## src/rtl/s35932_misr_pkg.sv

```systemverilog
// s35932_misr_pkg: shared state encoding, MISR update and LEN clamp helpers
package s35932_misr_pkg;

    typedef enum logic [1:0] {IDLE, RUN, DONE} state_t;

    // Widest signature the helpers can handle; callers pass their real width in w
    localparam int MW = 64;

    function automatic logic [MW-1:0] misr_next(
        input logic [MW-1:0] sig,
        input logic [MW-1:0] din,
        input logic [MW-1:0] poly,
        input int            w,
        input logic          tm0,
        input logic          tm1
    );
        logic [MW-1:0] mask;
        logic          msb;
        mask = (w >= MW) ? '1 : ((MW'(1) << w) - MW'(1));
        msb  = |(sig & (MW'(1) << (w - 1)));
        return tm0 ? ((din ^ MW'(tm1)) & mask)
                   : (((sig << 1) ^ (msb ? poly : '0) ^ din ^ MW'(tm1)) & mask);
    endfunction

    // Zero-length requests still compress one word; oversize requests saturate
    function automatic int clamp_len(input int len, input int maxlen);
        return (len == 0) ? 1 : (len > maxlen) ? maxlen : len;
    endfunction

endpackage

```

## src/rtl/s35932_misr_compactor_step.sv

```systemverilog
// s35932_misr_step: combinational next-signature calculator
module s35932_misr_step
    import s35932_misr_pkg::*;
#(
    parameter int          WIDTH = 32,
    parameter logic [31:0] POLY  = 32'h04C11DB7
) (
    input  logic [WIDTH-1:0] sig,
    input  logic [WIDTH-1:0] din,
    input  logic             tm0,
    input  logic             tm1,
    output logic [WIDTH-1:0] next
);

    assign next = WIDTH'(misr_next(MW'(sig), MW'(din), MW'(POLY), WIDTH, tm0, tm1));

endmodule

```

## src/rtl/s35932_misr_compactor.sv

```systemverilog
// s35932_misr_compactor: folds a word stream into a MISR signature with valid/ack hand-off
module s35932_misr_compactor
    import s35932_misr_pkg::*;
#(
    parameter int               WIDTH  = 32,
    parameter logic [31:0]      POLY   = 32'h04C11DB7,
    parameter logic [WIDTH-1:0] SEED   = '0,
    parameter int               MAXLEN = 256,
    localparam int              LW     = $clog2(MAXLEN + 1)
) (
    input  logic             CK,
    input  logic             RESET_N,
    input  logic             START,
    input  logic [LW-1:0]    LEN,
    input  logic [WIDTH-1:0] DIN,
    input  logic             DIN_VALID,
    output logic             DIN_READY,
    input  logic             TM0,
    input  logic             TM1,
    input  logic             CLEAR,
    output logic [WIDTH-1:0] SIG,
    output logic             SIG_VALID,
    input  logic             SIG_ACK,
    output logic             BUSY
);

    state_t           state, state_next;
    logic [WIDTH-1:0] sig_next;
    logic [LW-1:0]    count, len_q;
    logic             accept, last;

    s35932_misr_step #(.WIDTH(WIDTH), .POLY(POLY)) u_step (
        .sig  (SIG),
        .din  (DIN),
        .tm0  (TM0),
        .tm1  (TM1),
        .next (sig_next)
    );

    assign accept = (state == RUN) && DIN_VALID;
    assign last   = accept && ((count + LW'(1)) == len_q);

    // State register; reset abandons any signature in progress
    always_ff @(posedge CK or negedge RESET_N) begin
        if (!RESET_N) state <= IDLE;
        else          state <= state_next;
    end

    // Next state and handshake outputs; CLEAR outranks every other event
    always_comb begin
        state_next = state;
        DIN_READY  = 1'b0;
        SIG_VALID  = 1'b0;
        BUSY       = state != IDLE;
        case (state)
            IDLE: state_next = START ? RUN : IDLE;
            RUN: begin
                DIN_READY  = 1'b1;
                state_next = last ? DONE : RUN;
            end
            DONE: begin
                SIG_VALID  = 1'b1;
                state_next = SIG_ACK ? IDLE : DONE;
            end
            default: state_next = IDLE;
        endcase
        if (CLEAR) state_next = IDLE;
    end

    // Signature, word counter and latched length
    always_ff @(posedge CK or negedge RESET_N) begin
        if (!RESET_N) begin
            SIG   <= SEED;
            count <= '0;
            len_q <= LW'(1);
        end else if (CLEAR) begin
            SIG   <= SEED;
            count <= '0;
        end else if (state == IDLE && START) begin
            SIG   <= SEED;
            count <= '0;
            len_q <= LW'(clamp_len(int'(LEN), MAXLEN));
        end else if (accept) begin
            SIG   <= sig_next;
            count <= count + LW'(1);
        end
    end

endmodule

```

## config.mk

```make
export PLATFORM = sky130hd
export DESIGN_NAME = s35932_misr_compactor
export DESIGN_NICKNAME = d
export VERILOG_FILES = /design/src/rtl/s35932_misr_pkg.sv /design/src/rtl/s35932_misr_compactor_step.sv /design/src/rtl/s35932_misr_compactor.sv
export SDC_FILE = /design/constraint.sdc
export NUM_CORES = 1
export LEC_CHECK = 0
export CORE_UTILIZATION = 52
export CTS_CLUSTER_DIAMETER = 60
export DETAILED_ROUTE_END_ITERATION = 7
export PLACE_DENSITY = 0.92
export SYNTH_ARGS = -nofsm -noshare
export SYNTH_HDL_FRONTEND = slang
export SYNTH_HIERARCHICAL = 1
export SYNTH_SLANG_ARGS = --single-unit
```

## constraint.sdc

```tcl
create_clock -name CK -period 3.2 [get_ports CK]
set_input_delay 0.48 -clock CK [delete_from_list [all_inputs] [get_ports CK]]
set_output_delay 0.48 -clock CK [all_outputs]
set_load 0.03 [all_outputs]
```

==> impl_metrics.yaml, run 1 <==
pwr:
  power.density_nw_per_um2: 381
  p_seq_share_pct: 49.1
  max-vdd-ir-drop_uv: 177
  p_int_w: 0.00106
  switching_share_pct: 30.0
  total_leakage_power_nw: 1.63
  p_switching_w: 0.000452
  p_comb_share_pct: 24.0
  clkPwrFrac_pct: 26.9
floorplan:
  rows: 27
  core-area_um2: 5540
  die_area_um2: 6120
  ios: 84
  die_h_um: 78.2
  initial_core_util_pct: 54.6
  fp.dieW_um: 78.2
hold_path:
  hold_class: "in2async"
synthesis:
  syn-cell-area_um2: 3020
  avgSynthCellArea_um2: 10.2
  synth_ff_type: "dfrtp_1"
  syn-instance-count: 297
  synth_nets: 347
  ys_seq_elements: 52
  ys_types: 52
  synth_edf_count: 0
  yosysWarnings: 6
  async_flop_share_pct: 100
  yosysSeqAreaShare_pct: 43.1
worst_setup_path:
  slowest_delay_ns: 0.57
  required_ns: 3.45
  critPathMaxFanout: 11
  worstPathArrival_ns: 2.52
  cp.buffers_inverters: 0
  worstSetupStartpointType: "flop"
  crit_slowest_cell: "dfrtp_1"
  crit_family: "simple AND/OR/NAND/NOR gates"
  crit_path_cell_trace: "ha_1, nand2_1, or3_1, a211oi_1, and2_1, a22o_1"
  critPathKind: "reg2reg"
  end_kind: "flop"
drt:
  met2_length_mm: 3.70
  drtAntennaViolNets: 0
  routed.top_layer: "met4"
  wl_met1_mm: 3.05
  drt-wirelength-per-cell_um: 16.5
  vias: 2478
  firstDrtPassIters: 4
  drt_first_iter_violations: 165
  drc: 0
  drt_wl_total_mm: 7.33
  wl_met3_um: 394
  vias_per_cell: 5.58
cts:
  worstSkewPairLatency_ns: 0.32
  hold_buffers: 0
  cts_buffers: 5
  cts_tree: "built"
  clock_sinks: 52
  postCtsSetupRepairBufs: 0
  cts.repair.resized: 0
  clk_pin_slew_ns: 0.10
  clockRootBuffer: "clkbuf_8"
  htreeDepth: 2
  clockBufferDepth: 2
timing:
  fin_skew_ns: 0.0132
  fmax_mhz: 440
  maxSlewHeadroom_pct: 36.3
  worstMarginPinSlew_ns: 0.953
  hold_ws_ns: 0.198
  rsz0062_at_grt: "no"
  drv_slew: 0
  setup_violations: 0
  finalHoldViolations: 0
  fin_crit_sh_pct: 71.0
  setup_ws_ns: 0.928
  fin_setup_tns_ns: 0
  fin_crit_ns: 2.27
global_route:
  grt_max_degree: 41
  antenna_found_initial: 0
  grt_remaining_overflow: 0
  grt_pass1_wl_mm: 12.0
  grt_pass1_vias: 2453
  grtUsageTotal_pct: 25.3
place:
  dpl_cell_area_um2: 3860
  gp_congestion: 0.894
  post-place-ws_ns: 0.904
  port_buffers: 83
  place_hpwl_mm: 5.17
layout:
  insertedDiodeCount: 0
  nets: 421
  nFillCells: 403
  final_cell_area_um2: 3960
  area_growth_pct: 30.9
  drive_gt1_share_pct: 6.99
  final_common_cell: "clkdlybuf4s50_1"
  mostFrequentLayoutCells: "82 x clkdlybuf4s50_1, 51 x dfrtp_1, 39 x xnor2_1"
outcome:
  outcome: "completed"
run:
  drv_cap: 0
[final cells by class]
cell class | count | area (µm²) | share of cell area (%)
Clock buffer | 6 | 82.6 | 2.09
Clock inverter | 2 | 13.8 | 0.348
Inverter | 2 | 7.51 | 0.190
Multi-Input combinational cell | 222 | 1600 | 40.4
Sequential cell | 52 | 1300 | 32.9
Tap cell | 72 | 90.1 | 2.28
Timing Repair Buffer | 88 | 863 | 21.8
[state kept, by name, indices dropped and copies added (netlist names)]
register  count
state         2
count         9
SIG          32
len_q         9
[worst register-to-register path: stages, from the launching register on]
cell,delay [ns]
dfrtp_1,0.57
ha_1,0.39
nand2_1,0.21
or3_1,0.39
a211oi_1,0.35
and2_1,0.19
a22o_1,0.12
[metrics by stage]
stage                     cells  utilization, %  total power [W]
after floorplan             297               -         0.000949
final                       444            71.4          0.00151
after global routing        444            71.4          0.00157
after global placement      436            69.7          0.00110
after detailed placement    436            69.7          0.00111
after CTS                   444            71.4          0.00151
[layer usage]
layer  global-route usage [%]  vias up
li1                         -     1173
met1                     33.0     1209
met2                     41.5       79
met3                     4.88       17
met4                     9.63        0
met5                        0        -
[power by group through the flow]
stage                     combinational (W)  clock (W)  sequential [W]
after CTS                          0.000363   0.000410        0.000739
after detailed placement           0.000359          0        0.000752
final                              0.000361   0.000406        0.000740
after global routing               0.000389   0.000439        0.000745
after global placement             0.000348          0        0.000749
after floorplan                    0.000173          0        0.000776
[kinds of logic (layout without fill, tap and decap cells)]
family,count (synthesis),in the layout,synth area share [%]
AO/OA/AOI/OAI,74,74,18.8
XOR/XNOR,56,56,16.7
adder cells (fa/ha/maj),1,1,0.414
buffers and inverters,23,98,4.22
flip-flops,52,52,43.1
multiplexers,3,3,1.03
AND/OR/NAND/NOR,88,88,15.7
[cells in the mapped netlist, types with 2 or more instances]
cell type	count	area, µm²
xor2_1	16	140
a21oi_1	6	30.0
mux2i_1	2	20.0
o31ai_1	3	22.5
clkbuf_1	9	33.8
buf_2	4	20.0
nor4_1	2	12.5
nand2_1	15	56.3
nand3_1	3	15.0
dfrtp_1	51	1280
xnor2_1	39	342
a22o_1	33	289
nor2_1	20	75.1
nor3_1	4	20.0
inv_1	2	7.51
o41ai_1	2	17.5
buf_4	3	22.5
nor2b_1	5	31.3
o21ai_0	18	90.1
nand2b_1	27	169
buf_1	2	7.51
[final timing paths]
| kind | startpoint | to | cells after the start | slack, ns |
|---|---|---|---|---|
| worst max-delay path | count[0] | state[1] | 6 | 0.93 |
| worst max register to register | count[0] | state[1] | 6 | 0.93 |
| min in group CK | len_q[0] | len_q[0] | 2 | 0.50 |
| worst min-delay path | RESET_N | SIG[12] | 1 | 0.20 |
| worst min register to register | len_q[0] | len_q[0] | 2 | 0.50 |
| max in group asynchronous | RESET_N | count[1] | 2 | 2.24 |
Note: power is estimated with default switching activity, not from simulation.
==> run 2, diff against run 1 <==
--- a/config.mk
+++ b/config.mk
@@ -5,10 +5,10 @@
 export SDC_FILE = /design/constraint.sdc
 export NUM_CORES = 1
 export LEC_CHECK = 0
-export CORE_UTILIZATION = 52
+export CORE_UTILIZATION = 48
 export CTS_CLUSTER_DIAMETER = 60
 export DETAILED_ROUTE_END_ITERATION = 7
-export PLACE_DENSITY = 0.92
+export PLACE_DENSITY = 0.86
 export SYNTH_ARGS = -nofsm -noshare
 export SYNTH_HDL_FRONTEND = slang
 export SYNTH_HIERARCHICAL = 1
==> constraint.sdc (replaced) <==
create_clock -name CK -period 2.4 [get_ports CK]
set_input_delay 0.36 -clock CK [delete_from_list [all_inputs] [get_ports CK]]
set_output_delay 0.36 -clock CK [all_outputs]
set_load 0.03 [all_outputs]
==> run 2 against run 1 <==
Final cell count is 1.4% higher. Combinational power is 37% higher. Total power is 33% higher. Critical path type unchanged. Critical endpoint is now state[0].
==> impl_metrics.yaml, run 2 (same netlist as run 1, synthesis figures left out) <==
outcome:
  outcome: "completed"
cts:
  clockRootBuffer: "clkbuf_8"
  hold_buffers: 0
  postCtsSetupRepairBufs: 0
  cts.repair.resized: 0
  clk_pin_slew_ns: 0.09
  clock_sinks: 52
  cts_tree: "built"
  clockBufferDepth: 2
  worstSkewPairLatency_ns: 0.31
  cts_buffers: 5
  htreeDepth: 2
worst_setup_path:
  r2r-start: "count[0]"
  required_ns: 2.56
  reg2reg_slack_ns: 0.22
  end_kind: "flop"
  timing.rr.end: "state[0]"
  worst-r2r-cell-count: 5
  worstPathArrival_ns: 2.34
  worstSetupStartpointType: "flop"
  cp-endpoint: "state[0]"
  critPathKind: "reg2reg"
  critPathMaxFanout: 11
  startpoint: "count[0]"
place:
  place_hpwl_mm: 5.13
  port_buffers: 83
  gp_congestion: 0.882
layout:
  area_growth_pct: 32.9
  largest_reg_flops: 32
  insertedDiodeCount: 0
  final_util_pct: 67.1
  mostFrequentLayoutCells: "82 x clkdlybuf4s50_1, 51 x dfrtp_1, 39 x xnor2_1"
  nFillCells: 469
  drive_gt1_share_pct: 7.47
  final_common_cell: "clkdlybuf4s50_1"
  max_flop_register: "SIG"
  nets: 424
  reg_top3: "SIG: 32 flops, count: 9 flops, len_q: 9 flops"
global_route:
  antenna_found_initial: 0
  grt_pass1_vias: 2455
  grt_remaining_overflow: 0
  grtUsageTotal_pct: 23.2
  grt_pass1_wl_mm: 11.8
  grt_max_degree: 40
pwr:
  power.density_nw_per_um2: 498
  max-vdd-ir-drop_uv: 326
  total_leakage_power_nw: 1.64
floorplan:
  core-area_um2: 5990
  die_area_um2: 6620
  fp.dieW_um: 81.4
  die_h_um: 81.4
  initial_core_util_pct: 50.5
  rows: 28
  ios: 84
timing:
  drv_slew: 0
  fin_skew_ns: 0.00506
  fin_crit_sh_pct: 90.9
  fin_crit_ns: 2.18
  fmax_mhz: 458
  finalHoldViolations: 0
  setup_violations: 0
  fin_setup_tns_ns: 0
  maxSlewHeadroom_pct: 55.9
  rsz0062_at_grt: "no"
  worstMarginPinSlew_ns: 0.661
drt:
  drtAntennaViolNets: 0
  vias_per_cell: 5.49
  drt-wirelength-per-cell_um: 15.8
  drt_first_iter_violations: 155
  drc: 0
  drt_wl_total_mm: 7.11
  vias: 2469
  firstDrtPassIters: 5
hold_path:
  hold_class: "in2async"
run:
  drv_cap: 0
[run 2: changes by cell type in the layout (fill, tap and decap cells not counted), sizes merged]
| cell | change |
|---|---|
| clkinvlp | +1 |
| clkinv | -1 |
| buf | +3 |
| clkbuf | +1 |
| inv | -1 |
[run 2: how the worst min path moves through the flow]
stage / to / from / cells past startpoint / slack (ns)
2_1_floorplan: SIG[0] / RESET_N / 0 / 0.06
3_3_place_gp: len_q[8] / RESET_N / 1 / 0.42
3_5_place_dp: len_q[8] / RESET_N / 1 / 0.44
4_1_cts: SIG[21] / RESET_N / 1 / 0.10
5_1_grt: SIG[25] / RESET_N / 1 / 0.14
6_report: len_q[8] / RESET_N / 1 / 0.08
[run 2: critical path: stages, from the launching register on]
cell and delay (ns):
dfrtp_1 0.50, ha_1 0.35, or4_4 0.57, a2111oi_4 0.30
o221a_1 0.24, a22oi_1 0.07
[run 2: layout make-up]
| cell class | instances | area, µm² | share of cell area [%] |
|---|---|---|---|
| Clock inverter | 1 | 7.51 | 0.187 |
| Timing Repair Buffer | 91 | 923 | 23.0 |
| Multi-Input combinational cell | 222 | 1600 | 39.8 |
| Clock buffer | 7 | 86.3 | 2.15 |
| Tap cell | 75 | 93.8 | 2.33 |
| Inverter | 2 | 7.51 | 0.187 |
| Sequential cell | 52 | 1300 | 32.4 |
[run 2: routing by layer]
metal | up-vias | GRT usage, % | wire length (µm)
li1 | 1186 | - | -
met1 | 1204 | 30.1 | 3100
met2 | 68 | 39.1 | 3610
met3 | 11 | 3.71 | 286
met4 | 0 | 7.86 | 109
met5 | - | 0 | 0
[run 2: where the power goes]
| part | total, W | leakage (nW) | switching [W] | internal (W) |
|---|---|---|---|---|
| Clock | 0.000524 | 0.0445 | 0.000289 | 0.000235 |
| Combinational | 0.000494 | 0.892 | 0.000241 | 0.000252 |
| Sequential | 0.000985 | 0.707 | 0.0000549 | 0.000930 |
[run 2: stage by stage]
| step | setup WS, ns | hold WS (ns) | std cells | cell area (µm²) | power (W) |
|---|---|---|---|---|---|
| floorplan | 0.392 | 0.0644 | 297 | 3020 | 0.00127 |
| global placement | 0.302 | 0.423 | 442 | 3930 | 0.00148 |
| detailed placement | 0.236 | 0.437 | 442 | 3930 | 0.00150 |
| CTS | 0.211 | 0.104 | 450 | 4020 | 0.00201 |
| global route | 0.0946 | 0.137 | 450 | 4020 | 0.00210 |
| finish | 0.219 | 0.0780 | 450 | 4020 | 0.00200 |
==> run 3, diff against run 2 <==
--- a/config.mk
+++ b/config.mk
@@ -5,10 +5,11 @@
 export SDC_FILE = /design/constraint.sdc
 export NUM_CORES = 1
 export LEC_CHECK = 0
-export CORE_UTILIZATION = 48
+export CORE_UTILIZATION = 50
+export CTS_BUF_LIST = sky130_fd_sc_hd__clkbuf_4 sky130_fd_sc_hd__clkbuf_8
 export CTS_CLUSTER_DIAMETER = 60
 export DETAILED_ROUTE_END_ITERATION = 7
-export PLACE_DENSITY = 0.86
+export PLACE_DENSITY = 0.89
 export SYNTH_ARGS = -nofsm -noshare
 export SYNTH_HDL_FRONTEND = slang
 export SYNTH_HIERARCHICAL = 1
==> constraint.sdc (replaced) <==
create_clock -name CK -period 2.3 [get_ports CK]
set_input_delay 0.345 -clock CK [delete_from_list [all_inputs] [get_ports CK]]
set_output_delay 0.345 -clock CK [all_outputs]
set_load 0.03 [all_outputs]
==> run 3 against run 2 <==
Register-to-register slack worse by 0.10 ns. Total power rose by 4.5%. Highest routed layer unchanged. Final cell count decreased by 0.44%. Fmax fell by 0.12%. Global-route usage rose by 0.75 points. Flip-flop and latch count unchanged. Clock-buffer cell count rose by 1. Combinational power rose by 4.7%. Critical path depth did not move. Die area decreased by 3.9%. Largest cell class unchanged.
==> impl_metrics.yaml, run 3 (same netlist as run 1, synthesis figures left out) <==
worst_setup_path:
  worst-r2r-cell-count: 5
  required_ns: 2.45
  worstSetupStartpointType: "flop"
  end_kind: "flop"
  reg2reg_slack_ns: 0.12
  critPathMaxFanout: 9
  critPathKind: "reg2reg"
  crit_path_cell_trace: "ha_1, or4_4, a2111oi_4, o221a_1, a22oi_1"
  crit_slowest_cell: "or4_4"
  r2r-start: "count[1]"
  worstPathArrival_ns: 2.33
  cp.buffers_inverters: 0
  crit_family: "compound AO/OA/AOI/OAI gates"
  slowest_delay_ns: 0.58
  timing.rr.end: "state[0]"
timing:
  hold_ws_ns: 0.158
  fin_crit_sh_pct: 95.0
  fmax_mhz: 458
  rsz0062_at_grt: "no"
  fin_skew_ns: 0.00470
  setup_violations: 0
  fin_crit_ns: 2.18
  drv_slew: 0
  maxSlewHeadroom_pct: 55.9
  fin_setup_tns_ns: 0
  worstMarginPinSlew_ns: 0.662
  finalHoldViolations: 0
drt:
  firstDrtPassIters: 5
  drt_wl_total_mm: 6.96
  wl_met3_um: 282
  wl_met1_mm: 3.12
  vias: 2503
  drt-wirelength-per-cell_um: 15.5
  routed.top_layer: "met4"
  met2_length_mm: 3.39
  vias_per_cell: 5.59
  drtAntennaViolNets: 0
  drc: 0
  drt_first_iter_violations: 195
floorplan:
  rows: 27
  die_h_um: 79.8
  ios: 84
  initial_core_util_pct: 53.3
  die_area_um2: 6360
  fp.dieW_um: 79.8
  core-area_um2: 5680
pwr:
  max-vdd-ir-drop_uv: 307
  total_leakage_power_nw: 1.66
  power.density_nw_per_um2: 520
global_route:
  grt_pass1_vias: 2453
  grtUsageTotal_pct: 23.9
  grt_max_degree: 53
  grt_remaining_overflow: 0
  grt_pass1_wl_mm: 12.0
  antenna_found_initial: 0
place:
  gp_congestion: 0.942
  place_hpwl_mm: 4.94
  port_buffers: 83
  dp.cells: 440
layout:
  final_util_pct: 70.9
  insertedDiodeCount: 0
  reg_top3: "SIG: 32 flops, count: 9 flops, len_q: 9 flops"
  mostFrequentLayoutCells: "82 x clkdlybuf4s50_1, 51 x dfrtp_1, 39 x xnor2_1"
  largest_reg_flops: 32
  finalNonFillerCells: 448
  area_growth_pct: 33.2
  max_flop_register: "SIG"
  final_common_cell: "clkdlybuf4s50_1"
  nets: 425
  drive_gt1_share_pct: 7.98
cts:
  cts_buffers: 5
  clockRootBuffer: "clkbuf_8"
  cts_tree: "built"
  cts.repair.resized: 0
  worstSkewPairLatency_ns: 0.29
  hold_buffers: 0
  htreeDepth: 2
  clock_sinks: 52
  postCtsSetupRepairBufs: 0
  clk_pin_slew_ns: 0.09
  clockBufferDepth: 2
hold_path:
  hold_class: "in2async"
run:
  drv_cap: 0
outcome:
  outcome: "completed"
run 3: cell types whose count changed in the layout (fill, tap and decap cells not counted):
cell and delta:
clkinvlp_4 -1, clkbuf_1 -1, buf_4 +1, clkbuf_4 +2
run 3: final cells by class:
class	count	area, µm²
multi-input cells	222	1600
clock buffers	8	97.6
well taps	72	90.1
inverters	2	7.51
fillers	434	1650
flip-flops and latches	52	1300
repair buffers	92	931
run 3: layer usage:
layer	global-route usage, %	up-vias
met1	34.1	1233
met5	0	-
met3	2.97	14
met2	37.4	64
met4	8.57	0
li1	-	1192
run 3: stage by stage:
step | power (W) | cell area, µm² | worst slack (ns)
floorplan | 0.00132 | 3020 | 0.292
global placement | 0.00154 | 3930 | 0.271
detailed placement | 0.00155 | 3930 | 0.171
CTS | 0.00211 | 4030 | 0.138
global route | 0.00220 | 4030 | 0.0280
finish | 0.00209 | 4030 | 0.116
run 3: how the worst max path moves through the flow:
stage	slack, ns	startpoint	cells past startpoint	end
floorplan	0.29	count[1]	6	state[0]
global placement	0.27	count[1]	5	state[0]
detailed placement	0.17	count[1]	5	state[0]
CTS	0.14	count[1]	5	state[0]
global route	0.03	count[1]	5	state[0]
finish	0.12	count[1]	5	state[0]
run 3: power by group:
group	switching (W)	internal (W)	total, W	leakage (nW)
sequential	0.0000531	0.000971	0.00102	0.707
combinational	0.000255	0.000262	0.000517	0.896
clock	0.000283	0.000270	0.000553	0.0523
total	0.000592	0.00150	0.00209	1.66
==> patch 1 (settings of run 2) <==
The 3 states of `state_t` get a one-hot encoding in 3 bits.
--- a/src/rtl/s35932_misr_pkg.sv
+++ b/src/rtl/s35932_misr_pkg.sv
@@ -2,5 +2,5 @@
 package s35932_misr_pkg;
 
-    typedef enum logic [1:0] {IDLE, RUN, DONE} state_t;
+    typedef enum logic [2:0] {IDLE = 3'b001, RUN = 3'b010, DONE = 3'b100} state_t;
 
     // Widest signature the helpers can handle; callers pass their real width in w
Function: no difference found for any inputs over 10 cycles, from zero or initial values and one cycle with RESET_N low; not proved beyond that.
==> patch 1 against run 2 <==
  * Sequential cell count is 1 higher
  * Area after synthesis is 3.4% higher
  * Worst setup slack got worse by 0.11 ns
  * Clock skew increased by 0.0053 ns
  * Sequential share of layout area shrank 0.58 points
  * Total power fell by 4.7%
  * First-iteration DRC count fell by 16%
  * Wire length increased by 5.5%
  * Design area up 3.9%
  * Largest cell class unchanged
==> patch 1: results <==
group,metric,value,unit
placement,place_area,4040,um2
placement,port_buffers,83,
sta,max_freq,436,MHz
route,wirelength,7500,um
logic_synthesis,synthFlopType,"dfrtp_1",
final_layout,drive_gt1_share,6.81,%
global_route,grt_pass1_wl,11600,um
logic_synthesis,async_flop_share,100,%
sta,clock_skew,0.0104,ns
logic_synthesis,synth_warnings,6,
final_layout,nets,504,
cts,cts-root-buf,"clkbuf_8",
logic_synthesis,synth-compound-area-share,9.00,%
global_route,antenna_found_initial,0,
route,vias,2767,
logic_synthesis,synthAdderAreaFrac,0.400,%
logic_synthesis,synth_mux_area_share,0,%
run_status,status,"finished, final reports clean",
power_and_ir_drop,max-vdd-ir-drop,0.321,mV
placement,dpl_worst_slack,0.0403,ns
logic_synthesis,yosys-top-cells-area,"dfrtp_1 41%, xnor2_1 13%, nand2_1 11%",
min_path,min_path_type,"in2async",
logic_synthesis,yosys-top-cells-count,"90 x nand2_1, 51 x dfrtp_1, 46 x xnor2_1",
route,drtIter0Drc,130,
setup_path,cp_slowest_cell,"or4_4",
final_layout,diodes,0,
cts,worstSkewPairLatency,0.31,ns
global_route,grt_max_degree,54,
logic_synthesis,syn_nets,423,
sta,slew_headroom,43.2,%
global_route,grt_pass1_vias,2525,
setup_path,rrSetupSlack,0.10,ns
setup_path,path_max_fanout,6,
power_and_ir_drop,power_leakage,1.63,nW
global_route,grt_usage,22.2,%
final_layout,reg_top3,"SIG: 32 flops, count: 9 flops, len_q: 9 flops",
final_layout,top_register,"SIG",
placement,gp_congestion,0.870,
setup_path,max_stage_delay,0.53,ns
cts,clkTransAtPathRegs,0.10,ns
cts,cts_made_buffers,5,
logic_synthesis,yosysUniqueCellTypes,37,
cts,clk_path_buf_depth,2,
setup_path,critPathArrivalTime,2.51,ns
logic_synthesis,yosysSeqAreaShare,42.5,%
cts,htreeDepth,2,
logic_synthesis,synth_xor_area_share,17.9,%
placement,dp_hpwl,5040,um
route,drt-pass1-iter-count,6,
-- patch 1: stage by stage --
step           std cells  hold WS, ns
6_report             532        0.170
5_1_grt              532        0.220
4_1_cts              531        0.190
3_5_place_dp         523        0.484
3_3_place_gp         523        0.476
2_1_floorplan        373       0.0644
-- patch 1: path summary, 6_finish.rpt --
| path | from | to | cells after the start |
|---|---|---|---|
| setup reg to reg | count[0]$_DFFE_PN0P_ | state[1]$_DFF_PN0_ | 8 |
| hold reg to reg | len_q[2]$_DFFE_PN0P_ | len_q[2]$_DFFE_PN0P_ | 2 |
| min in group CK | len_q[2]$_DFFE_PN0P_ | len_q[2]$_DFFE_PN0P_ | 2 |
| hold / removal | RESET_N | count[5]$_DFFE_PN0P_ | 2 |
| max in group asynchronous | RESET_N | SIG[14]$_DFFE_PN0P_ | 2 |
| setup / recovery | count[0]$_DFFE_PN0P_ | state[1]$_DFF_PN0_ | 8 |
-- patch 1: where the power goes --
group	internal, W	switching [W]
registers	0.000925	0.0000278
clock network	0.000340	0.000308
logic	0.000157	0.000151
total	0.00142	0.000486
-- patch 1: cells by family (layout without fill, tap and decap cells) --
| kind of cell | Yosys count | count (layout) |
|---|---|---|
| AND/OR/NAND/NOR | 175 | 175 |
| XOR/XNOR | 64 | 64 |
| flip-flops | 53 | 53 |
| AO/OA/AOI/OAI | 52 | 52 |
| buffers and inverters | 28 | 110 |
| adder cells (fa/ha/maj) | 1 | 1 |
-- patch 1: routing by layer --
layer  vias to the layer above  wire length, um  track usage (%)
li1                       1355                -                -
met1                      1314             3320             27.2
met2                        88             3750             40.6
met3                        10              355             2.86
met4                         0               69             6.38
met5                         -                0                0
-- patch 1: timing repair --
action | in CTS | in global routing
setup endpoints to repair | 0 | 2
hold endpoints to repair | 0 | 0
resized for setup | 0 | 3
buffers inserted | 0 | 1
-- patch 1: worst max-delay path: cells and delay by family (launching register included) --
kind,cells,cell delay (ns)
and+or+nand+nor,3,0.86
AOI/OAI and AO/OA,3,0.51
DFF,1,0.43
adders and majority gates,1,0.23
buffers and inverters,1,0.17
-- patch 1: layout make-up --
type	count	area (um2)
well taps	77	96.3
fillers	529	2140
repair buffers	95	928
clock buffers	6	82.6
multi-input cells	292	1670
inverters	7	26.3
flip-flops and latches	53	1330
clock inverters	2	37.5
==> patch 2 (flow settings as in run 2) <==
Made on the original files. `WIDTH` is set to 32 in 2 places; all go to 40.
--- a/src/rtl/s35932_misr_compactor_step.sv
+++ b/src/rtl/s35932_misr_compactor_step.sv
@@ -3,5 +3,5 @@
     import s35932_misr_pkg::*;
 #(
-    parameter int          WIDTH = 32,
+    parameter int          WIDTH = 40,
     parameter logic [31:0] POLY  = 32'h04C11DB7
 ) (
--- a/src/rtl/s35932_misr_compactor.sv
+++ b/src/rtl/s35932_misr_compactor.sv
@@ -3,5 +3,5 @@
     import s35932_misr_pkg::*;
 #(
-    parameter int               WIDTH  = 32,
+    parameter int               WIDTH  = 40,
     parameter logic [31:0]      POLY   = 32'h04C11DB7,
     parameter logic [WIDTH-1:0] SEED   = '0,
Interface: changed (resized DIN and SIG); port bits go from 84 to 100. No check against the original RTL was run, so the function may have changed too.
==> patch 2 against run 2 <==
  * Final cell count increased by 18%
  * Critical endpoint is now DIN_READY
  * Worst setup slack improved by 0.085 ns
  * Sequential cell count increased by 8
  * Design area increased by 15%
  * Area after synthesis increased by 13%
  * Count of clock-buffer cells in the layout increased by 7
  * Core utilization increased by 0.85 points
  * Wire length increased by 14%
  * Largest power group unchanged
  * Total power increased by 24%
  * Maximum frequency increased by 4.1%
==> patch 2: results <==
group,metric,value,unit
run_status,status,"finished, final reports clean",
route,route.met2.wl,3850,um
route,drtIter0Drc,162,
route,via_per_inst,5.23,
placement,place_area,4480,um2
cts,post_cts_resized,0,
power_and_ir_drop,clk-power,0.000772,W
global_route,grt_pass1_wl,13200,um
sta,clock_skew,0.00813,ns
global_route,met3_usage,3.43,%
setup_path,critPathArrivalTime,1.74,ns
cts,clkTransAtPathRegs,0.07,ns
route,drt-pass1-iter-count,4,
cts,cts-root-buf,"clkbuf_8",
final_layout,diodes,0,
cts,cts_made_buffers,9,
route,vias,2773,
setup_path,critPathTopFamily,"buffers and inverters",
setup_path,worstSetupStartpoint,"state[0]$_DFF_PN0_",
route,routed-wl-met3,352,um
power_and_ir_drop,comb_power_share,22.9,%
logic_synthesis,yosysSeqAreaShare,43.8,%
global_route,grt_max_degree,50,
sta,slew_headroom,50.8,%
setup_path,r2r_cells,6,
placement,port_buffers,99,
placement,dp_hpwl,5690,um
setup_path,rrSetupSlack,0.43,ns
power_and_ir_drop,max-vdd-ir-drop,0.361,mV
setup_path,setup.worst_path.end,"DIN_READY",
sta,finalHoldViolCount,0,
global_route,grt_usage,22.9,%
power_and_ir_drop,switchingPower,0.000717,W
route,wl_met1,3650,um
sta,hold_ws,0.0775,ns
logic_synthesis,yosys-top-cells-area,"dfrtp_1 43%, xnor2_1 13%, a22o_1 10%",
logic_synthesis,yosysUniqueCellTypes,46,
global_route,use_met2,38.2,%
logic_synthesis,async_flop_share,100,%
logic_synthesis,syn_nets,393,
power_and_ir_drop,power_density,533,nW/um2
global_route,met1_usage,29.6,%
sta,max_freq,477,MHz
setup_path,rr_endpoint,"state[0]$_DFF_PN0_",
logic_synthesis,synth.avg_cell_area,10.2,um2
setup_path,max_stage_delay,0.71,ns
final_layout,drive_gt1_share,7.37,%
setup_path,path_max_fanout,7,
final_layout,reg_top3,"SIG: 40 flops, count: 9 flops, len_q: 9 flops",
placement,dpl_worst_slack,0.404,ns
min_path,min_path_type,"in2async",
route,wirelength,8070,um
cts,worstSkewPairLatency,0.34,ns
setup_path,cp_slowest_cell,"clkdlybuf4s50_1",
logic_synthesis,yosys-top-cells-count,"59 x dfrtp_1, 49 x xnor2_1, 41 x a22o_1",
placement,dp.cells,514,
cts,htreeDepth,3,
power_and_ir_drop,power_leakage,1.90,nW
final_layout,nets,487,
placement,gp_congestion,0.879,
==> patch 2: cell count changes in the layout (fill, tap and decap cells not counted), sizes merged, moves of 3 or more <==
cell	delta
clkdlybuf4s50	+16
xnor2	+10
dfrtp	+8
a22o	+7
clkbuf	+7
nand2	+6
nand2b	+6
nor2	+6
o21ai	+4
nor3b	+3
==> patch 2: cells by family (layout without fill, tap and decap cells) <==
kind of cell,Yosys count,in the layout,share of synthesized area [%]
adders and majority gates,1,1,0.365
buffers and inverters,23,122,4.09
and+or+nand+nor,108,108,17.5
AOI/OAI and AO/OA,75,75,16.4
DFF,60,60,43.8
muxes,1,1,0.292
xor gates and xnor gates,67,67,17.5
==> patch 2: area by class of cell <==
cell class                 count  area (um2)
clock buffer                  14         153
clock inverter                 2        10.0
fill                         554        2190
inverter                       1        3.75
multi-input combinational    252        1800
sequential                    60        1500
tap                           96         120
timing repair buffer         105        1060
